## src/rtl/vga_vram_scanout_pkg.sv

```systemverilog
// Shared timing constants, widths and types for the VGA VRAM scan-out path.
// Default timing is 640x480@60 with a 25 MHz pixel rate derived from a 50 MHz clock.
package vga_vram_scanout_pkg;

  localparam int H_DISP  = 640;
  localparam int H_FP    = 16;
  localparam int H_SYNC  = 96;
  localparam int H_BP    = 48;
  localparam int H_TOTAL = H_DISP + H_FP + H_SYNC + H_BP;

  localparam int V_DISP  = 480;
  localparam int V_FP    = 10;
  localparam int V_SYNC  = 2;
  localparam int V_BP    = 33;
  localparam int V_TOTAL = V_DISP + V_FP + V_SYNC + V_BP;

  localparam int CELL_SHIFT = 3;
  localparam int PIPE_DEF   = 2;

  localparam int VRAM_AW = 13;
  localparam int RGB_W   = 3;
  localparam int CNT_W   = 10;
  localparam int COL_W   = 7;
  localparam int ROW_W   = 6;

  // One slot of the sync/blank delay line.
  typedef struct packed {
    logic hs;
    logic vs;
    logic blank;
  } syncStage_t;

  localparam syncStage_t SYNC_IDLE = '{hs: 1'b1, vs: 1'b1, blank: 1'b1};

  // VRAM cell address {row, col} for a pixel position.
  function automatic logic [VRAM_AW-1:0] cellAddr(input logic [CNT_W-1:0] h,
                                                  input logic [CNT_W-1:0] v,
                                                  input int shift);
    logic [COL_W-1:0] col;
    logic [ROW_W-1:0] row;
    col = COL_W'(h >> shift);
    row = ROW_W'(v >> shift);
    return {row, col};
  endfunction

endpackage

```

## src/rtl/vga_vram_scanout_timing_counter.sv

```systemverilog
// Pixel strobe, raster counters and undelayed (stage 0) sync/blank decode.
// Counter order per line and frame: display, front porch, sync, back porch.
import vga_vram_scanout_pkg::*;

module vga_timing_counter #(
  parameter int H_DISP_P = H_DISP,
  parameter int H_FP_P   = H_FP,
  parameter int H_SYNC_P = H_SYNC,
  parameter int H_BP_P   = H_BP,
  parameter int V_DISP_P = V_DISP,
  parameter int V_FP_P   = V_FP,
  parameter int V_SYNC_P = V_SYNC,
  parameter int V_BP_P   = V_BP
) (
  input  logic             Clock,
  input  logic             Reset_n,
  output logic             pixelEn,
  output logic [CNT_W-1:0] hCnt,
  output logic [CNT_W-1:0] vCnt,
  output syncStage_t       stage0,
  output logic             vBlank,
  output logic             frameStart
);

  localparam int HT = H_DISP_P + H_FP_P + H_SYNC_P + H_BP_P;
  localparam int VT = V_DISP_P + V_FP_P + V_SYNC_P + V_BP_P;

  localparam logic [CNT_W-1:0] H_LAST     = CNT_W'(HT - 1);
  localparam logic [CNT_W-1:0] V_LAST     = CNT_W'(VT - 1);
  localparam logic [CNT_W-1:0] H_VIS      = CNT_W'(H_DISP_P);
  localparam logic [CNT_W-1:0] V_VIS      = CNT_W'(V_DISP_P);
  localparam logic [CNT_W-1:0] H_SYNC_BEG = CNT_W'(H_DISP_P + H_FP_P);
  localparam logic [CNT_W-1:0] H_SYNC_END = CNT_W'(H_DISP_P + H_FP_P + H_SYNC_P);
  localparam logic [CNT_W-1:0] V_SYNC_BEG = CNT_W'(V_DISP_P + V_FP_P);
  localparam logic [CNT_W-1:0] V_SYNC_END = CNT_W'(V_DISP_P + V_FP_P + V_SYNC_P);

  logic armed;

  // armed holds the strobe off for one clock so its first high lands on the 2nd edge.
  always_ff @(posedge Clock or negedge Reset_n) begin
    if (!Reset_n) begin
      armed   <= 1'b0;
      pixelEn <= 1'b0;
    end else begin
      armed   <= 1'b1;
      pixelEn <= armed & ~pixelEn;
    end
  end

  always_ff @(posedge Clock or negedge Reset_n) begin
    if (!Reset_n) begin
      hCnt <= '0;
      vCnt <= '0;
    end else if (pixelEn) begin
      if (hCnt == H_LAST) begin
        hCnt <= '0;
        vCnt <= (vCnt == V_LAST) ? '0 : vCnt + 1'b1;
      end else begin
        hCnt <= hCnt + 1'b1;
      end
    end
  end

  always_comb begin
    stage0       = SYNC_IDLE;
    stage0.hs    = !((hCnt >= H_SYNC_BEG) && (hCnt < H_SYNC_END));
    stage0.vs    = !((vCnt >= V_SYNC_BEG) && (vCnt < V_SYNC_END));
    stage0.blank = (hCnt >= H_VIS) || (vCnt >= V_VIS);
  end

  assign vBlank     = (vCnt >= V_VIS);
  assign frameStart = pixelEn && (hCnt == '0) && (vCnt == '0);

endmodule

```

## src/rtl/vga_vram_scanout.sv

```systemverilog
// VGA scan-out: issues VRAM cell reads and delays sync/blank so colour and sync leave aligned.
// Address register, PIPE-deep sync delay line and masked RGB output register.
import vga_vram_scanout_pkg::*;

module vga_vram_scanout #(
  parameter int H_DISP_P     = H_DISP,
  parameter int H_FP_P       = H_FP,
  parameter int H_SYNC_P     = H_SYNC,
  parameter int H_BP_P       = H_BP,
  parameter int V_DISP_P     = V_DISP,
  parameter int V_FP_P       = V_FP,
  parameter int V_SYNC_P     = V_SYNC,
  parameter int V_BP_P       = V_BP,
  parameter int CELL_SHIFT_P = CELL_SHIFT,
  parameter int PIPE         = PIPE_DEF
) (
  input  logic               Clock,
  input  logic               Reset_n,
  output logic [VRAM_AW-1:0] oVramAddr,
  input  logic [RGB_W-1:0]   iVramData,
  output logic [RGB_W-1:0]   oRGB,
  output logic               oHSync,
  output logic               oVSync,
  output logic               oPixelEn,
  output logic               oVBlank,
  output logic               oFrameStart
);

  logic             pixelEn;
  logic [CNT_W-1:0] hCnt;
  logic [CNT_W-1:0] vCnt;
  syncStage_t       stage0;

  syncStage_t [PIPE:1]                syncPipe;
  logic       [PIPE-1:1][RGB_W-1:0]   rgbPipe;

  vga_timing_counter #(
    .H_DISP_P (H_DISP_P), .H_FP_P (H_FP_P), .H_SYNC_P (H_SYNC_P), .H_BP_P (H_BP_P),
    .V_DISP_P (V_DISP_P), .V_FP_P (V_FP_P), .V_SYNC_P (V_SYNC_P), .V_BP_P (V_BP_P)
  ) uTiming (
    .Clock      (Clock),
    .Reset_n    (Reset_n),
    .pixelEn    (pixelEn),
    .hCnt       (hCnt),
    .vCnt       (vCnt),
    .stage0     (stage0),
    .vBlank     (oVBlank),
    .frameStart (oFrameStart)
  );

  // Blank pixels read cell 0 so the address never leaves the visible cell grid.
  always_ff @(posedge Clock or negedge Reset_n) begin
    if (!Reset_n)     oVramAddr <= '0;
    else if (pixelEn) oVramAddr <= stage0.blank ? '0 : cellAddr(hCnt, vCnt, CELL_SHIFT_P);
  end

  always_ff @(posedge Clock or negedge Reset_n) begin
    if (!Reset_n)     syncPipe[1] <= SYNC_IDLE;
    else if (pixelEn) syncPipe[1] <= stage0;
  end

  for (genvar g = 2; g <= PIPE; g++) begin : gSyncPipe
    always_ff @(posedge Clock or negedge Reset_n) begin
      if (!Reset_n)     syncPipe[g] <= SYNC_IDLE;
      else if (pixelEn) syncPipe[g] <= syncPipe[g-1];
    end
  end

  // Data for the address issued one strobe earlier is masked at capture, so X never escapes.
  always_ff @(posedge Clock or negedge Reset_n) begin
    if (!Reset_n)     rgbPipe[1] <= '0;
    else if (pixelEn) rgbPipe[1] <= syncPipe[1].blank ? '0 : iVramData;
  end

  for (genvar g = 2; g <= PIPE - 1; g++) begin : gRgbPipe
    always_ff @(posedge Clock or negedge Reset_n) begin
      if (!Reset_n)     rgbPipe[g] <= '0;
      else if (pixelEn) rgbPipe[g] <= rgbPipe[g-1];
    end
  end

  assign oRGB     = rgbPipe[PIPE-1];
  assign oHSync   = syncPipe[PIPE].hs;
  assign oVSync   = syncPipe[PIPE].vs;
  assign oPixelEn = pixelEn;

endmodule

```

## config.mk

```make
export PLATFORM = sky130hd
export DESIGN_NAME = vga_vram_scanout
export DESIGN_NICKNAME = d
export VERILOG_FILES = /design/src/rtl/vga_vram_scanout_pkg.sv /design/src/rtl/vga_vram_scanout_timing_counter.sv /design/src/rtl/vga_vram_scanout.sv
export SDC_FILE = /design/constraint.sdc
export NUM_CORES = 1
export LEC_CHECK = 0
export CORE_ASPECT_RATIO = 0.5
export CORE_UTILIZATION = 50
export CTS_BUF_LIST = sky130_fd_sc_hd__clkbuf_8 sky130_fd_sc_hd__clkbuf_16
export DETAILED_ROUTE_END_ITERATION = 10
export PLACE_DENSITY = 0.83
export SETUP_SLACK_MARGIN = 0.5
export SLEW_MARGIN = 20
export SYNTH_ARGS = -nofsm -noshare
export SYNTH_HDL_FRONTEND = slang
export SYNTH_SLANG_ARGS = --single-unit
export TNS_END_PERCENT = 100
```

## constraint.sdc

```tcl
create_clock -name Clock -period 5.2 [get_ports Clock]
set_clock_uncertainty 0.15 [all_clocks]
set_input_delay 0.78 -clock Clock [delete_from_list [all_inputs] [get_ports Clock]]
set_output_delay 0.78 -clock Clock [all_outputs]
set_load 0.005 [all_outputs]
```

==> out/results.ini <==
[floorplanning]
die-area_mm2=0.004253
rows=15
start_util=0.5496
num_io_pins=26
die_w_um=91.24
dieHeight_um=46.62
core_mm2=0.003622

[synthesis]
synth_top_family_by_area=simple AND/OR/NAND/NOR gates
synth_area_per_cell_um2=11.06
synthCells=180
synth_edf_count=0
synth_area_leaders=dfrtp_1 (48%), a22o_1 (6.6%), dfstp_2 (6.6%)
ys_seq_elements=43
synth_xor_area_frac=0.03960
synthMuxAreaShare=0.02200
yosys.area.top_type=dfrtp_1
synthArstFlopShare=1.000
yosysTopAreaCellShare=0.4777
yosysWarnings=0
synth_adder_area_share=0.02514
synth_ff_type=dfrtp_1
ys_types=46
synth_common_cells=dfrtp_1 (38), a22o_1 (15), nand2_1 (13), nor2_1 (10), o21ai_0 (10)
synth_seq_area_share=0.5437
synthSimpleGateAreaFrac=0.1999
syn_area_mm2=0.001991
synth_nets=189
yosysMostFrequentCell=dfrtp_1
synth-compound-area-share=0.1314

[pwr]
p_total_uw=703.6
max-vdd-ir-drop_mv=0.1215
power_density_mw_per_mm2=300.4
power_leakage_uw=0.001068

[clock_network]
clkSinkCount=43
clk_pin_slew_ns=0.08
clock_path_buffers=2
htreeDepth=2
numCtsBuffers=5
cts_tree=built
holdBufCountCts=0
cts_resized=0
cts_root_buf=clkbuf_8
post_cts_buffers=0
clk_latency_ns=0.29

[worst_setup_path]
cpMostUsedCell=nor2_1
crit_fanout=25
rr_startpoint=uTiming.pixelEn$_DFF_PN0_
reg2reg_setup_slack_ns=3.09
setup.worst_path.start=uTiming.pixelEn$_DFF_PN0_
cp_slowest_cell=dfrtp_1
startpoint_type=flop
path_cells=inv_1, nor2_1, nand2_1, nor2_1, clkdlybuf4s50_1
reg2reg_depth=4
critPathTopFamily=buffers and inverters
cp_slowest_stage_delay_ns=0.80
crit_required_ns=4.27
crit_type=reg -> out
worstPathArrival_ns=2.41
cp-end-kind=primary output
crit_buf_inv=2
reg2reg_to=uTiming.vCnt[5]$_DFFE_PN0P_

[drt]
drtIter0Drc=74
first_pass_iters=4
post-route-drc-count=0
wl_per_cell_um=16.00
wirelength_mm=4.112
via_per_inst=5.739
postRouteAntennaNets=0
vias=1475

[grt]
antenna_found_initial=0
grt.total_usage=0.2220
grt_overflow_total=0
grt_max_degree=44
grt_first_pass_wirelength_mm=6.996
grt_pass1_vias=1440

[place]
dp_hpwl_mm=2.896
place_congestion=0.8407
io_buffers=25

[hold_path]
hold_path.class=reg -> reg
holdPathEnd=uTiming.pixelEn$_DFF_PN0_
holdCritStartpoint=uTiming.armed$_DFF_PN0_
whs_path_depth=1

[final_layout]
fin_nets=214
synthToLayoutAreaGrowth_pct=17.66
drive_above_1_share=0.1214
antennaDiodeCount=0

[sta]
drv_slew=0
tns_ns=0
period_share=0.6433
holdWs_ns=0.3497
min_period_ns=3.345
rsz0062_at_grt=no
maxSlewHeadroom=0.3875
hold_violations=0
max_freq_ghz=0.2990
setup_viol=0
worst_pin_slew_ns=0.9187

[run_status]
status=completed

[job]
drv_cap=0

## cell type report
type	count	area (um^2)
flip-flops and latches	43	1082
inverters	9	33.78
repair buffers	25	245.2
clock inverters	3	12.51
fillers	284	1280
well taps	51	63.81
multi-input cells	121	835.8
clock buffers	5	68.82
## worst reg2reg max path, delay by kind of cell (launching register included)
kind | cells | cell delay, ns
and+or+nand+nor | 4 | 1.11
DFF | 1 | 0.80
## cells in the final DEF (no fill, tap or decap), types with 6 or more instances in the layout
cell type        count
dfrtp_1             38
clkdlybuf4s50_1     24
a22o_1              15
nand2_1             13
inv_1               11
nor2_1              10
o21ai_0             10
nand3_1              6
## power by group
group	leakage [uW]	internal [uW]	total (uW)	switching [uW]
Sequential	0.000567	364	404	40.2
Clock	0.0000505	90.4	199	109
Combinational	0.000451	55.6	101	45.1
Total	0.00107	510	704	194
## sequential cells by signal, summed over array words and instances (netlist names)
| name | cells |
|---|---|
| uTiming.hCnt | 10 |
| uTiming.vCnt | 10 |
| oVSync | 1 |
| oVramAddr | 13 |
| syncPipe | 3 |
| oHSync | 1 |
| uTiming.pixelEn | 1 |
| oRGB | 3 |
| uTiming.armed | 1 |
## metrics by stage
step | area [um^2] | setup slack (ns) | util | instances
final | 2342 | 1.855 | 0.6466 | 257
after global routing | 2342 | 1.656 | 0.6466 | 257
after CTS | 2342 | 1.878 | 0.6466 | 257
after detailed placement | 2261 | 2.197 | 0.6242 | 249
after global placement | 2261 | 2.258 | 0.6242 | 249
after floorplan | 1991 | 3.120 | - | 180
## per-layer routing
metal	track usage	vias up	part of all wire	wire length, um
li1	-	696	-	-
met1	0.2841	745	0.48	1956
met2	0.3727	27	0.48	1966
met3	0.05776	7	0.032	130
met4	0.09206	0	0.014	59
met5	0	-	0	0
## worst max path at each step
stage	end	slack (ns)	cells after the start
6_report	oFrameStart	1.86	5
5_1_grt	oFrameStart	1.66	5
4_1_cts	oFrameStart	1.88	5
3_5_place_dp	oFrameStart	2.20	5
3_3_place_gp	oFrameStart	2.26	5
2_1_floorplan	oFrameStart	3.12	5
## cell families (layout without fill, tap and decap cells)
family | after synthesis | count (layout)
fa+ha+maj | 4 | 4
xor+xnor | 9 | 9
mux | 4 | 4
compound gates | 37 | 37
buf+inv | 16 | 42
other cells | 1 | 1
flops | 43 | 43
simple gates | 66 | 66
No activity file was read; power rests on OpenSTA's default activity.
